$ cat config.mk
export PLATFORM = sky130hd
export DESIGN_NAME = load_store_unit
export DESIGN_NICKNAME = d
export VERILOG_FILES = /design/src/rtl/load_store_unit_pkg.sv /design/src/rtl/load_store_unit_align.sv /design/src/rtl/load_store_unit.sv
export SDC_FILE = /design/constraint.sdc
export NUM_CORES = 1
export LEC_CHECK = 0
export CORE_MARGIN = 3
export CORE_UTILIZATION = 47
export CTS_BUF_LIST = sky130_fd_sc_hd__clkbuf_4 sky130_fd_sc_hd__clkbuf_8 sky130_fd_sc_hd__clkbuf_16
export DETAILED_ROUTE_END_ITERATION = 8
export HOLD_SLACK_MARGIN = 0.06
export MAX_ROUTING_LAYER = met4
export PLACE_DENSITY = 0.76
export SLEW_MARGIN = 20
export SYNTH_ARGS = -nofsm -noshare
export SYNTH_HDL_FRONTEND = slang
export SYNTH_SLANG_ARGS = --single-unit
export TNS_END_PERCENT = 50
$ cat constraint.sdc
create_clock -name clk -period 6.6 [get_ports clk]
set_input_delay 1.32 -clock clk [delete_from_list [all_inputs] [get_ports clk]]
set_output_delay 1.32 -clock clk [all_outputs]
set_load 0.01 [all_outputs]
$ cat src/rtl/load_store_unit_pkg.sv
// Shared CPU profile for the load/store unit: widths, access sizes, RV32I funct3 codes and FSM states.
// Also provides the funct3 legality check used when a request is accepted.
package load_store_unit_pkg;

    localparam int XLEN_DEF       = 32;
    localparam int ADDR_SHIFT_DEF = 2;

    typedef enum logic [1:0] {
        BYTE = 2'b00,
        HALF = 2'b01,
        WORD = 2'b10
    } mem_size_e;

    localparam logic [2:0] F3_LB  = 3'b000;
    localparam logic [2:0] F3_LH  = 3'b001;
    localparam logic [2:0] F3_LW  = 3'b010;
    localparam logic [2:0] F3_LBU = 3'b100;
    localparam logic [2:0] F3_LHU = 3'b101;

    typedef enum logic [1:0] {
        IDLE   = 2'b00,
        SECOND = 2'b01,
        RESP   = 2'b10
    } lsu_state_e;

    // Stores have no unsigned variants, so funct3[2] is only legal on loads.
    function automatic logic funct3_legal(input logic [2:0] f3, input logic is_store);
        case (f3)
            F3_LB, F3_LH, F3_LW: return 1'b1;
            F3_LBU, F3_LHU:      return !is_store;
            default:             return 1'b0;
        endcase
    endfunction

endpackage

$ cat src/rtl/load_store_unit_align.sv
// Lane alignment (the lsu_align block): byte strobes and shifted store data for one word half,
// plus extract/extend of load data from a 64-bit little-endian window.
module load_store_unit_align
    import load_store_unit_pkg::*;
#(
    parameter int XLEN = XLEN_DEF
) (
    input  logic [2:0]        funct3_i,
    input  logic [1:0]        offset_i,
    input  logic              sel_hi_i,
    input  logic [XLEN-1:0]   wdata_i,
    input  logic [2*XLEN-1:0] rdata_i,
    output logic              misaligned_o,
    output logic [3:0]        strb_o,
    output logic [XLEN-1:0]   wdata_o,
    output logic [XLEN-1:0]   rdata_o
);

    mem_size_e         size;
    logic [3:0]        nbytes;
    logic [7:0]        strb8;
    logic [2*XLEN-1:0] wdata64;
    logic [XLEN-1:0]   shifted;
    logic              sext;

    // Everything is computed on a two-word view; sel_hi_i picks which word the caller is issuing.
    always_comb begin
        size         = mem_size_e'(funct3_i[1:0]);
        nbytes       = 4'd1 << funct3_i[1:0];
        misaligned_o = ({2'b00, offset_i} + nbytes) > 4'd4;
        strb8        = ((8'd1 << nbytes) - 8'd1) << offset_i;
        wdata64      = {{XLEN{1'b0}}, wdata_i} << {offset_i, 3'b000};
        strb_o       = sel_hi_i ? strb8[7:4] : strb8[3:0];
        wdata_o      = sel_hi_i ? wdata64[2*XLEN-1:XLEN] : wdata64[XLEN-1:0];
        shifted      = XLEN'(rdata_i >> {offset_i, 3'b000});
        sext         = ~funct3_i[2];
        case (size)
            BYTE:    rdata_o = {{(XLEN-8){sext & shifted[7]}}, shifted[7:0]};
            HALF:    rdata_o = {{(XLEN-16){sext & shifted[15]}}, shifted[15:0]};
            default: rdata_o = shifted;
        endcase
    end

endmodule

$ cat src/rtl/load_store_unit.sv
// RV32I load/store unit between the CPU memory stage and the DMEM port (one request in flight).
// Build option: define LSU_MISALIGN_SPLIT_EN to split misaligned accesses into two word accesses.
module load_store_unit
    import load_store_unit_pkg::*;
#(
    parameter int XLEN       = XLEN_DEF,
    parameter int ADDR_SHIFT = ADDR_SHIFT_DEF
) (
    input  logic            clk,
    input  logic            rst,
    input  logic            req_valid,
    output logic            req_ready,
    input  logic            req_we,
    input  logic [2:0]      req_funct3,
    input  logic [XLEN-1:0] req_addr,
    input  logic [XLEN-1:0] req_wdata,
    output logic            resp_valid,
    output logic [XLEN-1:0] resp_rdata,
    output logic            resp_err,
    output logic [XLEN-1:0] dmem_addr,
    output logic            dmem_ren,
    input  logic [XLEN-1:0] dmem_rdata,
    output logic            dmem_wen,
    output logic [3:0]      dmem_wstrb,
    output logic [XLEN-1:0] dmem_wdata
);

`ifdef LSU_MISALIGN_SPLIT_EN
    localparam logic SplitEn = 1'b1;
`else
    localparam logic SplitEn = 1'b0;
`endif

    lsu_state_e      state_q, state_d;
    logic            we_q, we_d;
    logic [2:0]      funct3_q, funct3_d;
    logic [XLEN-1:0] addr_q, addr_d;
    logic [XLEN-1:0] wdata_q, wdata_d;
    logic [XLEN-1:0] lo_q, lo_d;
    logic            err_q, err_d;
    logic            split_q, split_d;

    logic              useReq;
    logic              selHi;
    logic              reqErr;
    logic [XLEN-1:0]   wordAddr;
    logic [2:0]        alignF3;
    logic [1:0]        alignOff;
    logic [XLEN-1:0]   alignWdataIn;
    logic [2*XLEN-1:0] alignRdataIn;
    logic              misaligned;
    logic [3:0]        alignStrb;
    logic [XLEN-1:0]   alignWdata;
    logic [XLEN-1:0]   alignRdata;

    // In IDLE the aligner sees the live request; afterwards it works from the captured copy.
    assign useReq       = (state_q == IDLE);
    assign selHi        = (state_q == SECOND);
    assign alignF3      = useReq ? req_funct3 : funct3_q;
    assign alignOff     = useReq ? req_addr[1:0] : addr_q[1:0];
    assign alignWdataIn = useReq ? req_wdata : wdata_q;
    assign alignRdataIn = split_q ? {dmem_rdata, lo_q} : {{XLEN{1'b0}}, dmem_rdata};
    assign wordAddr     = ((useReq ? req_addr : addr_q) >> ADDR_SHIFT) << ADDR_SHIFT;

    load_store_unit_align #(.XLEN(XLEN)) u_align (
        .funct3_i    (alignF3),
        .offset_i    (alignOff),
        .sel_hi_i    (selHi),
        .wdata_i     (alignWdataIn),
        .rdata_i     (alignRdataIn),
        .misaligned_o(misaligned),
        .strb_o      (alignStrb),
        .wdata_o     (alignWdata),
        .rdata_o     (alignRdata)
    );

    // Next-state and outputs; reset masks the handshake and memory strobes at the very end.
    always_comb begin
        state_d    = state_q;
        we_d       = we_q;
        funct3_d   = funct3_q;
        addr_d     = addr_q;
        wdata_d    = wdata_q;
        lo_d       = lo_q;
        err_d      = err_q;
        split_d    = split_q;
        req_ready  = 1'b0;
        resp_valid = 1'b0;
        resp_rdata = '0;
        resp_err   = 1'b0;
        dmem_addr  = '0;
        dmem_ren   = 1'b0;
        dmem_wen   = 1'b0;
        dmem_wstrb = '0;
        dmem_wdata = '0;
        reqErr     = !funct3_legal(req_funct3, req_we) || (misaligned && !SplitEn);

        case (state_q)
            IDLE: begin
                req_ready = 1'b1;
                if (req_valid && !rst) begin
                    we_d     = req_we;
                    funct3_d = req_funct3;
                    addr_d   = req_addr;
                    wdata_d  = req_wdata;
                    err_d    = reqErr;
                    split_d  = misaligned && !reqErr;
                    if (!reqErr) begin
                        dmem_addr  = wordAddr;
                        dmem_ren   = !req_we;
                        dmem_wen   = req_we;
                        dmem_wstrb = req_we ? alignStrb : 4'b0000;
                        dmem_wdata = req_we ? alignWdata : '0;
                    end
                    state_d = (misaligned && !reqErr) ? SECOND : RESP;
                end
            end
            SECOND: begin
                dmem_addr  = wordAddr + (XLEN'(1) << ADDR_SHIFT);
                dmem_ren   = !we_q;
                dmem_wen   = we_q;
                dmem_wstrb = we_q ? alignStrb : 4'b0000;
                dmem_wdata = we_q ? alignWdata : '0;
                if (!we_q) begin
                    lo_d = dmem_rdata;
                end
                state_d = RESP;
            end
            RESP: begin
                resp_valid = 1'b1;
                resp_err   = err_q;
                resp_rdata = (we_q || err_q) ? '0 : alignRdata;
                state_d    = IDLE;
            end
            default: state_d = IDLE;
        endcase

        if (rst) begin
            req_ready  = 1'b0;
            dmem_ren   = 1'b0;
            dmem_wen   = 1'b0;
            dmem_wstrb = 4'b0000;
            resp_valid = 1'b0;
        end
    end

    always_ff @(posedge clk) begin
        if (rst) begin
            state_q  <= IDLE;
            we_q     <= 1'b0;
            funct3_q <= '0;
            addr_q   <= '0;
            wdata_q  <= '0;
            lo_q     <= '0;
            err_q    <= 1'b0;
            split_q  <= 1'b0;
        end else begin
            state_q  <= state_d;
            we_q     <= we_d;
            funct3_q <= funct3_d;
            addr_q   <= addr_d;
            wdata_q  <= wdata_d;
            lo_q     <= lo_d;
            err_q    <= err_d;
            split_q  <= split_d;
        end
    end

endmodule
Yosys cells after proc, flatten, opt, wreduce, memory -nomap -nowiden
Cells that the tools add are included.

Add/sub/neg operators: 3. $lt $le $gt $ge: 1. Eq/ne operators: 8. Shift operators: 5. Muxes and demuxes: 41. Bitwise operators: 4. Reductions and logical operators: 16.

Operators by type and width (number): 2-to-1 mux 32 bit (11); case mux 32 bit (2 select lines) (3); 2-to-1 mux 64 bit (1); left shift 32 x 5 -> 64 bit (1); >> shifter 64 x 5 -> 32 bit (1); adder 32 x 3 -> 32 bit (second input constant) (1); 2-to-1 mux 4 bit (6); 2-to-1 mux 1 bit (11); case mux 4 bit (2 select lines) (1); left shift 1 x 4 -> 8 bit (first input constant) (1); left shift 8 x 2 -> 8 bit (1); subtractor 8 x 1 -> 8 bit (second input constant) (1); equality test 3 bit (second input constant) (2); 2-to-1 mux 2 bit (3); case mux 1 bit (2 select lines) (3); zero test 1 bit (5); adder 2 x 4 -> 4 bit (1); equality test 2 x 1 -> 1 bit (second input constant) (2); greater-than comparator 4 x 3 -> 1 bit (second input constant) (1); zero test 2 bit (2); case mux 2 bit (2 select lines) (1); AND reduction 2 bit (2); left shift 1 x 2 -> 4 bit (first input constant) (1); equality test 3 x 1 -> 1 bit (second input constant) (1); 11 further kinds (15).

Bits in registers: 104. Bits of input ports: 103. Logic and storage cells: 86.

Depth between registers and ports, before layout
Gate-level depths: netlist of run 1.

Word-level depth: 12. Depth in mapped cells: 17. Gate-level depth less buffers: 10.

By module
A second synthesis of run 1 with hierarchy kept.

Cells, all modules: 1195. Area, all modules: 8790.9 um^2.

Modules (own cells, without submodules): load_store_unit (times used 1, cells each 957, area each 6678.9 um^2, seq. area each 2082.0 um^2); load_store_unit_align (times used 1, cells each 238, area each 2112.0 um^2, seq. area each 0.0 um^2).

Least setup slack after synthesis of run 1
OpenSTA, ideal clock, no wires.

Path kind: input to output. From: in req_addr[0]. To: out dmem_wstrb[3]. Arrival time: 4.747 ns. Data required time: 5.280 ns. Path slack: 0.533 ns. Stages on the path: 13. Buffers on the path: 4. Path through: clkbuf_1 > nor3b_1 > nor2_2 > inv_1 > buf_2 > buf_1 > ha_1 > fa_1 > o2111a_1 > or4_1 > clkbuf_1 > a21oi_2 > nor3b_1.

Word-level cells in the longest chain between the ends: 8. Elaborated cells between the ends (all ways): 12. Those cells by class: add/sub (1); order compare (1); shift (1); mux (8); reduce/logical (1).

Ends and longest elaborated chain: start, declared (line load_store_unit.sv:15) `input logic [XLEN-1:0] req_addr,`; 2-to-1 mux 2 bit (*) (line load_store_unit.sv:60) `assign alignOff = useReq ? req_addr[1:0] : addr_q[1:0];`; adder 2 x 4 -> 4 bit or left shift 8 x 2 -> 8 bit (tied branches) (line load_store_unit_align.sv:30, load_store_unit_align.sv:31); greater-than comparator 4 x 3 -> 1 bit or 2-to-1 mux 4 bit (tied branches) (line load_store_unit_align.sv:30, load_store_unit_align.sv:33); logical OR 1 bit or 2-to-1 mux 4 bit (tied branches) (line load_store_unit.sv:96, load_store_unit.sv:112); 2-to-1 mux 4 bit (line load_store_unit.sv:108) `if (!reqErr) begin`; 2-to-1 mux 4 bit (line load_store_unit.sv:101) `if (req_valid && !rst) begin`; case mux 4 bit (2 select lines) (*) (line load_store_unit.sv:98) `case (state_q)`; 2-to-1 mux 4 bit (*) (line load_store_unit.sv:138) `if (rst) begin`; end, declared (line load_store_unit.sv:24) `output logic [3:0] dmem_wstrb,`.

Mark *: on every way between the ends. The rest lies on a longest branch, timed or not.

Final worst setup path of run 1
From: in req_funct3[0]. To: out dmem_wdata[22].

Word-level cells in the longest chain between the ends: 8. Elaborated cells between the ends (all ways): 17. Those cells by class: add/sub (1); order compare (1); eq/ne (4); shift (1); mux (5); reduce/logical (5).

Ends and longest elaborated chain: start, declared (line load_store_unit.sv:14) `input logic [2:0] req_funct3,`; 2-to-1 mux 3 bit (tied with other cells) (line load_store_unit.sv:59) `assign alignF3 = useReq ? req_funct3 : funct3_q;`; left shift 1 x 2 -> 4 bit (tied with other cells) (line load_store_unit_align.sv:29) `nbytes = 4'd1 << funct3_i[1:0];`; adder 2 x 4 -> 4 bit or case mux 1 bit (2 select lines) (tied branches) (line load_store_unit_align.sv:30, load_store_unit_pkg.sv:28); greater-than comparator 4 x 3 -> 1 bit or zero test 1 bit (tied branches) (line load_store_unit_align.sv:30, load_store_unit.sv:96); logical OR 1 bit (*) (line load_store_unit.sv:96) `reqErr = !funct3_legal(req_funct3, req_we) || (misaligned && !SplitEn);`; 2-to-1 mux 32 bit (*) (line load_store_unit.sv:108); 2-to-1 mux 32 bit (*) (line load_store_unit.sv:101); case mux 32 bit (2 select lines) (*) (line load_store_unit.sv:98); end, declared (line load_store_unit.sv:25) `output logic [XLEN-1:0] dmem_wdata`.

Marks and branches as above.

==> results.ini, run 1 <==
[floorplanning]
fp-row-count = 49
die-width_microns = 144.4
ioPinCount = 208
core_area_sq_um = 18390
initial_core_util_pct = 48.92
die_area_sq_um = 20840
die_y_microns = 144.4

[power]
power_frac_comb_pct = 31.0
switchingPower_uw = 623.0
p_int_uw = 1221
swShare_pct = 33.79
p_per_area_nw_per_um2 = 161.1
peakVddDrop_mv = 0.1462
p_leak_uw = 0.004028
pwr-share-seq_pct = 37.4
clkPwrFrac_pct = 31.5

[logic_synthesis]
ys_seq_elements = 104
ys_async_sr_fraction_pct = 0
synth_cells = 1290
ys_seq_area_share_pct = 23.14
netlist.area_leader.share_pct = 23.14
synth_edf_count = 0
synth_ff_type = dfxtp_1
synth_warnings = 0
yosys.area.top_type = dfxtp_1
postSynthAreaPerCell_sq_um = 6.975
syn-cell-area_sq_um = 8997
ys_types = 81
yosys-top-cells-area = dfxtp_1 23%, nand2_1 9.3%, a21oi_1 8.1%

[sta]
finalSetupViolations = 0
worstMarginPinSlew_ns = 1.188
maxSlewHeadroom_pct = 20.40
hold_slack_ns = 0.4520
drv_slew = 0
post-route-period-util_pct = 97.61
max_freq_ghz = 0.1552
fin_skew_ns = 0.009257
final_hold_viol_count = 0
period_needed_ns = 6.442

[critical_path]
crit_path_start_kind = input port
cp_max_fo = 17
cp_slowest_stage_delay_ns = 0.60
worstSetupPathType = in -> out
path_cells = clkdlybuf4s50_1, or3b_2, and2_0, nor2_1, fa_1, o2111a_1, or4_4, buf_4, o22ai_1, clkdlybuf4s50_1
cp_data_required_time_ns = 5.28
reg2regPathDepth = 5
worstPathArrival_ns = 5.12
crit_top_cell = clkdlybuf4s50_1
crit_slowest_cell = or4_4
end_kind = primary output

[drt]
wire_per_inst_microns = 20.57
ant_nets = 0
vias_per_cell = 6.527
drtIter0Drc = 1499
routed-via-count = 10760
drtPass1Iterations = 8
wl_mm = 33.90
drcViolationCount = 0

[clocking]
cts_tree = yes
clk_latency_ns = 0.36
clock-sinks = 104
cts_root_buf = clkbuf_16
cts_resized = 0
clock_path_buffers = 2
cts_buffers = 9
clk_pin_slew_ns = 0.07
cts_hold_buf = 0
cts_post_setup_buffers_inserted = 0
cts_max_level = 3

[job]
cap_violations = 0

[placed_design]
hpwlAfterDp_mm = 23.11
portBuffers = 205
dp.cells = 1632
placed_cell_area_sq_um = 11100
gp_congestion = 0.9729

[hold_path]
min_path_cells = 2
hold_path_class = reg -> reg

[global_routing]
grt_use_total_pct = 32.49
grt_pass1_vias = 9874
grt_max_degree = 78
antenna_found_initial = 0
grt_pass1_wl_mm = 53.19
grt_remaining_overflow = 0

[layout]
drive_above_1_share_pct = 7.118
design_area_sq_um = 11440
stdcell_count = 1648
antenna_cells = 0
nNetsFinal = 1520
syn_to_final_growth_pct = 27.20
fin_util_pct = 62.22

[outcome]
status = completed

==> cells in the final DEF, fill, tap and decap left out, drive strengths merged, types with 31 or more instances in the layout <==
master,instances
nor2b,31
a21oi,147
a31oi,39
a211oi,43
o21ai,85
nand3,55
buf,37
mux2i,59
nand2,222
clkdlybuf4s50,201
nand2b,39
dfxtp,104
==> area by class of cell <==
class / instances / area, sq um
clock buffers: 12 / 254.0
clock inverters: 4 / 56.30
fillers: 1670 / 6948
inverters: 8 / 30.03
multi-input cells: 1050 / 6394
flip-flops and latches: 104 / 2085
well taps: 229 / 286.5
repair buffers: 241 / 2340
==> through the flow <==
| stage | worst slack, ns | total power (uW) | TNS [ns] |
|---|---|---|---|
| final | 0.1580 | 1844 | 0 |
| after floorplan | 0.5328 | 1035 | 0 |
| after detailed placement | 0.04170 | 1261 | 0 |
| after CTS | 0.02948 | 1843 | 0 |
| after global routing | -0.01023 | 1922 | -0.03844 |
| after global placement | 0.1352 | 1254 | 0 |
==> cells in the mapped netlist (5+ instances only) <==
cell and count:
a22oi_1 6, and3_1 24, nand2_1 222, a311o_1 7, and2_1 14, buf_6 7, a31oi_1 39, a2bb2oi_1 9
a211oi_1 43, mux2_2 7, nor2b_1 31, nor3_1 15, a21oi_1 146, inv_1 6, nor2_1 28, dfxtp_1 104
o211ai_1 26, buf_2 20, or3b_2 5, o22ai_1 28, clkbuf_1 91, buf_1 10, nand2b_1 39, or4_1 7
mux2i_1 59, nor4_1 7, nand4_1 24, a221o_1 7, a31o_2 10, o31ai_1 23, o21ai_0 84, nand3_1 54
nand4bb_1 6
==> power by group through the flow <==
stage	sequential, uW	combinational (uW)	clock [uW]
floorplan	692	343	0
finish	690	572	581
global route	695	618	610
global placement	702	553	0
detailed placement	703	557	0
CTS	689	560	593
==> cells by family (layout without fill, tap and decap cells) <==
| group | after synthesis | after routing | share of synthesized area [%] |
|---|---|---|---|
| flip-flops | 104 | 104 | 23.14 |
| AND/OR/NAND/NOR | 506 | 506 | 28.56 |
| AO/OA/AOI/OAI | 467 | 467 | 32.97 |
| adder cells (fa/ha/maj) | 3 | 3 | 0.5006 |
| multiplexers | 67 | 67 | 7.690 |
| XOR/XNOR | 4 | 4 | 0.3894 |
| other | 1 | 3 | 0.04168 |
| buffers and inverters | 138 | 265 | 6.703 |
==> flip-flops by register name, summed over array words and instances, names as in the netlist <==
| signal | count |
|---|---|
| lo_q | 32 |
| we_q | 1 |
| funct3_q | 3 |
| wdata_q | 32 |
| err_q | 1 |
| state_q | 2 |
| split_q | 1 |
| addr_q | 32 |
==> final timing paths <==
| check | start | endpoint | slack, ns |
|---|---|---|---|
| min reg2reg | lo_q[24] | lo_q[24] | 0.45 |
| min | lo_q[24] | lo_q[24] | 0.45 |
| max | req_funct3[0] | dmem_wdata[22] | 0.16 |
| max reg2reg | state_q[0] | wdata_q[4] | 3.48 |
==> metal layers <==
layer	track usage, %	vias up	wire, microns
met3	4.563	63	3325
met1	45.49	4977	14750
met2	48.35	646	14940
met4	10.55	0	894
li1	-	5070	-
met5	-	-	0
==> critical path, delay by kind of cell <==
family	cells	cell delay (ns)
simple gates	4	1.43
buf+inv	3	1.36
fa+ha+maj	1	0.45
compound gates	2	0.57
Note: power is estimated with default switching activity, not from simulation.
==> inputs of run 2 (changes only) <==
--- a/config.mk
+++ b/config.mk
@@ -5,6 +5,7 @@
 export SDC_FILE = /design/constraint.sdc
 export NUM_CORES = 1
 export LEC_CHECK = 0
+export CAP_MARGIN = 25
 export CORE_MARGIN = 3
 export CORE_UTILIZATION = 47
 export CTS_BUF_LIST = sky130_fd_sc_hd__clkbuf_4 sky130_fd_sc_hd__clkbuf_8 sky130_fd_sc_hd__clkbuf_16
==> run 2 against run 1 <==
Compared with the run above: cell area about the same; largest cell class unchanged; hold slack improved by 0.00077 ns; die area unchanged; critical path depth is the same; sequential power about the same; critical endpoint is now dmem_wdata[20]; clock skew is 0.0032 ns higher; critical path type unchanged.
==> results.ini, run 2 (synthesized netlist as in run 1, its figures left out) <==
[global_routing]
grt_pass1_wl_mm = 53.41
grt_remaining_overflow = 0
antenna_found_initial = 0
grt_max_degree = 78
grt_use_total_pct = 32.55
grt_pass1_vias = 9948

[sta]
final_hold_viol_count = 0
finalSetupViolations = 0
period_needed_ns = 6.432
drv_slew = 0
worstMarginPinSlew_ns = 0.9435
maxSlewHeadroom_pct = 37.10
max_freq_ghz = 0.1555
hold_slack_ns = 0.4528
post-route-period-util_pct = 97.45
fin_skew_ns = 0.01246

[floorplanning]
core_area_sq_um = 18390
fp-row-count = 49
die_y_microns = 144.4
ioPinCount = 208
die-width_microns = 144.4
die_area_sq_um = 20840
initial_core_util_pct = 48.92

[clocking]
clock-sinks = 104
cts_max_level = 3
clk_pin_slew_ns = 0.08
cts_buffers = 9
cts_tree = yes
clock_path_buffers = 2
cts_root_buf = clkbuf_16
cts_post_setup_buffers_inserted = 0
clk_latency_ns = 0.37

[drt]
drtIter0Drc = 1217
wl_mm = 33.74
wire_per_inst_microns = 20.46
drcViolationCount = 0
routed-via-count = 10730
drtPass1Iterations = 5
ant_nets = 0
vias_per_cell = 6.508

[critical_path]
crit_slowest_cell = or4_4
r2r_end = err_q
cp_data_required_time_ns = 5.28
cp_max_fo = 17
worstPathArrival_ns = 5.11
r2r-start = state_q[0]
path_cells = clkdlybuf4s50_1, or3b_2, and2_0, nor2_1, fa_1, o2111a_1, or4_4, buf_4, o22ai_1, clkdlybuf4s50_1
cp_slowest_stage_delay_ns = 0.60
worstSetupPathType = in -> out
end_kind = primary output
reg2regPathDepth = 12
crit_top_cell = clkdlybuf4s50_1
crit_path_end = dmem_wdata[20]
crit_path_start = req_funct3[0]
r2r_setup_slack_ns = 3.64
critical_path.top_delay_family = simple AND/OR/NAND/NOR gates
path_depth = 10
path_buf_inv = 3
crit_path_start_kind = input port

[power]
p_leak_uw = 0.003985
p_per_area_nw_per_um2 = 158.5
swShare_pct = 34.39
pwr-share-seq_pct = 38.1
power_frac_comb_pct = 31.6
p_int_uw = 1189
clkPwrFrac_pct = 30.3
peakVddDrop_mv = 0.1182
switchingPower_uw = 623.1

[layout]
layout.cells.most_common_list = 221 x nand2_1, 203 x clkdlybuf4s50_1, 146 x a21oi_1
drive_above_1_share_pct = 7.254
mostFrequentLayoutCell = nand2_1
stdcell_count = 1649
fin_util_pct = 62.16
nFillCells = 1739
antenna_cells = 0
top_regs = addr_q x32, lo_q x32, wdata_q x32
syn_to_final_growth_pct = 27.08
nNetsFinal = 1521

[outcome]
status = completed

[placed_design]
dp.cells = 1633
hpwlAfterDp_mm = 23.24
portBuffers = 205
gp_congestion = 0.9729

[job]
cap_violations = 0

[hold_path]
hold_path_class = reg -> reg
min_path_cells = 2

==> run 2: worst min-delay path: stages (launching register included) <==
cell and delay, ns:
dfxtp_1 0.31, nand2_1 0.05, a21oi_1 0.05
==> run 2: power by group through the flow <==
| stage | Combinational, uW | Sequential (uW) | Clock (uW) |
|---|---|---|---|
| floorplan | 343 | 692 | 0 |
| global placement | 553 | 702 | 0 |
| detailed placement | 558 | 703 | 0 |
| CTS | 561 | 689 | 561 |
| global route | 620 | 695 | 582 |
| finish | 573 | 690 | 549 |
==> run 2: what timing repair did <==
item                       CTS  global route
setup endpoints to repair    0            27
hold endpoints to repair     0             0
hold buffers                 0             0
resized for setup            0             5
==> run 2: cell type report <==
cell class / count / area (sq um) / area share, %
flip-flops and latches: 104 / 2085 / 18.23
multi-input cells: 1050 / 6396 / 55.94
inverters: 8 / 30.03 / 0.2626
repair buffers: 242 / 2342 / 20.49
clock inverters: 4 / 33.78 / 0.2955
clock buffers: 12 / 260.3 / 2.276
well taps: 229 / 286.5 / 2.506
==> run 2: how the worst min path moves through the flow <==
stage / endpoint / start / slack [ns]
after floorplan: lo_q[24] / lo_q[24] / 0.43
after global placement: lo_q[2] / lo_q[2] / 0.44
after detailed placement: lo_q[27] / lo_q[27] / 0.44
after CTS: lo_q[27] / lo_q[27] / 0.45
after global routing: lo_q[27] / lo_q[27] / 0.47
final: lo_q[27] / lo_q[27] / 0.45
==> run 2: routing by layer <==
metal | GRT usage [%] | share of wire (%) | vias to the layer above | wire [microns]
met4 | 10.90 | 3.1 | 0 | 1046
met1 | 45.33 | 43 | 5001 | 14620
li1 | - | - | 5047 | -
met3 | 5.622 | 9.7 | 70 | 3260
met5 | - | 0 | - | 0
met2 | 47.79 | 44 | 614 | 14820
==> run 2: per-stage QoR <==
step / instance area [sq um] / TNS, ns / total power [uW] / worst slack, ns
2_1_floorplan: 9005 / 0 / 1035 / 0.5328
3_3_place_gp: 11100 / 0 / 1254 / 0.1352
3_5_place_dp: 11110 / 0 / 1262 / 0.05702
4_1_cts: 11400 / 0 / 1811 / 0.04319
5_1_grt: 11430 / -0.002456 / 1897 / -0.002456
6_report: 11430 / 0 / 1812 / 0.1684
==> inputs of run 3 (changes only) <==
--- a/config.mk
+++ b/config.mk
@@ -6,13 +6,15 @@
 export NUM_CORES = 1
 export LEC_CHECK = 0
 export CAP_MARGIN = 25
+export CELL_PAD_IN_SITES_DETAIL_PLACEMENT = 1
+export CELL_PAD_IN_SITES_GLOBAL_PLACEMENT = 1
 export CORE_MARGIN = 3
-export CORE_UTILIZATION = 47
+export CORE_UTILIZATION = 36
 export CTS_BUF_LIST = sky130_fd_sc_hd__clkbuf_4 sky130_fd_sc_hd__clkbuf_8 sky130_fd_sc_hd__clkbuf_16
 export DETAILED_ROUTE_END_ITERATION = 8
 export HOLD_SLACK_MARGIN = 0.06
 export MAX_ROUTING_LAYER = met4
-export PLACE_DENSITY = 0.76
+export PLACE_DENSITY_LB_ADDON = 0.1
 export SLEW_MARGIN = 20
 export SYNTH_ARGS = -nofsm -noshare
 export SYNTH_HDL_FRONTEND = slang
==> run 3 against run 2 <==
Compared with the run above: setup slack got worse by 0.078 ns; largest cell class unchanged; count of clock-buffer cells in the layout is 3 lower; wire length increased by 11%; sequential power barely moved; first-iteration DRC count decreased by 21%; die area rose by 29%; non-clock buffer count grew 3; cell area increased by 1.3%; utilization decreased by 15 points; highest routed layer unchanged; hold slack got worse by 0.0015 ns; sequential share of layout area decreased by 0.24 points; via count fell by 1.1%.
==> results.ini, run 3 (synthesized netlist as in run 1, its figures left out) <==
[clocking]
cts_root_buf = clkbuf_16
clk_pin_slew_ns = 0.08
clk_latency_ns = 0.37
cts_resized = 0
cts_post_setup_buffers_inserted = 0
cts_max_level = 3
clock_path_buffers = 2
cts_hold_buf = 0
cts_tree = yes
cts_buffers = 9
clock-sinks = 104

[drt]
wl_mm = 37.55
routed-via-count = 10620
drcViolationCount = 0
ant_nets = 0
vias_per_cell = 6.073
drtPass1Iterations = 5
wire_per_inst_microns = 21.48
drtIter0Drc = 958

[power]
peakVddDrop_mv = 0.1025
pwr-share-seq_pct = 36.9
switchingPower_uw = 655.8
clkPwrFrac_pct = 31.7
swShare_pct = 35.19
p_per_area_nw_per_um2 = 160.8
p_int_uw = 1208
power_frac_comb_pct = 31.4
p_leak_uw = 0.003997

[sta]
final_hold_viol_count = 0
finalSetupViolations = 0
max_freq_ghz = 0.1536
period_needed_ns = 6.510
hold_slack_ns = 0.4513
fin_skew_ns = 0.01679
post-route-period-util_pct = 98.64
worstMarginPinSlew_ns = 1.049
maxSlewHeadroom_pct = 30.04
drv_slew = 0

[layout]
design_area_sq_um = 11590
nFillCells = 3095
fin_util_pct = 47.36
top_regs = addr_q x32, lo_q x32, wdata_q x32
nNetsFinal = 1524
layout.cells.most_common_list = 221 x nand2_1, 203 x clkdlybuf4s50_1, 146 x a21oi_1
syn_to_final_growth_pct = 28.77
drive_above_1_share_pct = 7.590
mostFrequentLayoutCell = nand2_1

[critical_path]
worstPathArrival_ns = 5.19
path_cells = clkdlybuf4s50_1, or3b_2, and2_0, nor2_1, fa_1, o21bai_1, a32oi_1, or3_1, and4b_1, nor4_2, clkdlybuf4s50_1
path_buf_inv = 2
end_kind = primary output
crit_slowest_cell = clkdlybuf4s50_1
r2r_setup_slack_ns = 3.50
worstSetupPathType = in -> out
crit_top_cell = clkdlybuf4s50_1
cp_data_required_time_ns = 5.28
cp_max_fo = 5
crit_path_start_kind = input port
cp_slowest_stage_delay_ns = 0.61
critical_path.top_delay_family = simple AND/OR/NAND/NOR gates

[global_routing]
grt_pass1_vias = 10360
grt_remaining_overflow = 0
grt_max_degree = 77
grt_use_total_pct = 28.05
grt_pass1_wl_mm = 58.93
antenna_found_initial = 1

[floorplanning]
ioPinCount = 208
die_area_sq_um = 26930
initial_core_util_pct = 36.78
fp-row-count = 57
core_area_sq_um = 24460
die_y_microns = 164.1
die-width_microns = 164.1

[job]
cap_violations = 0

[placed_design]
portBuffers = 205
gp_congestion = 0.8787
placed_cell_area_sq_um = 11240
hpwlAfterDp_mm = 26.04

[hold_path]
hold_path_class = reg -> reg

[outcome]
status = completed

==> run 3: cell types whose count changed in the layout (fill, tap and decap cells not counted), sizes merged <==
| cell | change |
|---|---|
| buf | +4 |
| clkbuf | -3 |
| clkinv | +3 |
| bufinv | +1 |
| clkinvlp | -1 |
| diode | +1 |
| dlymetal6s2s | -1 |
==> run 3: per-stage QoR <==
stage	total power, uW	setup slack (ns)	std cells	setup TNS, ns
after floorplan	1035	0.5328	1292	0
after global placement	1269	0.1929	1730	0
after detailed placement	1279	0.05604	1730	0
after CTS	1871	0.04286	1746	0
after global routing	1958	-0.04743	1748	-0.04743
final	1864	0.08993	1748	0
==> run 3: final cells by class <==
class / count / area [sq um] / area share [%]
diodes: 1 / 2.502 / 0.02160
clock buffers: 9 / 225.2 / 1.944
clock inverters: 7 / 86.33 / 0.7451
inverters: 8 / 30.03 / 0.2592
multi-input cells: 1050 / 6395 / 55.19
flip-flops and latches: 104 / 2085 / 17.99
well taps: 324 / 405.4 / 3.499
repair buffers: 245 / 2357 / 20.35
==> run 3: metal layers <==
layer / vias up / global-route usage (%) / part of all wire (%)
met4: 0 / 7.536 / 2.2
li1: 5053 / - / -
met3: 49 / 3.354 / 5.2
met2: 347 / 42.45 / 45
met5: - / - / 0
met1: 5167 / 39.54 / 47
==> run 3: worst min-delay path, stage by stage (launching register included) <==
cell and delay, ns:
dfxtp_1 0.31, nand2_1 0.05, a21oi_1 0.05
==> run 3: path summary, 6_finish.rpt <==
path	start	endpoint	cells after the start
setup / recovery	req_funct3[0]	dmem_addr[6]	11
hold / removal	lo_q[3]	lo_q[3]	2
setup reg to reg	state_q[1]	err_q	10
hold reg to reg	lo_q[3]	lo_q[3]	2
==> run 3: power by group through the flow <==
| stage | clock network (uW) | logic [uW] | registers [uW] |
|---|---|---|---|
| after floorplan | 0 | 343 | 692 |
| after global placement | 0 | 568 | 701 |
| after detailed placement | 0 | 577 | 702 |
| after CTS | 604 | 580 | 688 |
| after global routing | 628 | 636 | 694 |
| final | 590 | 586 | 688 |
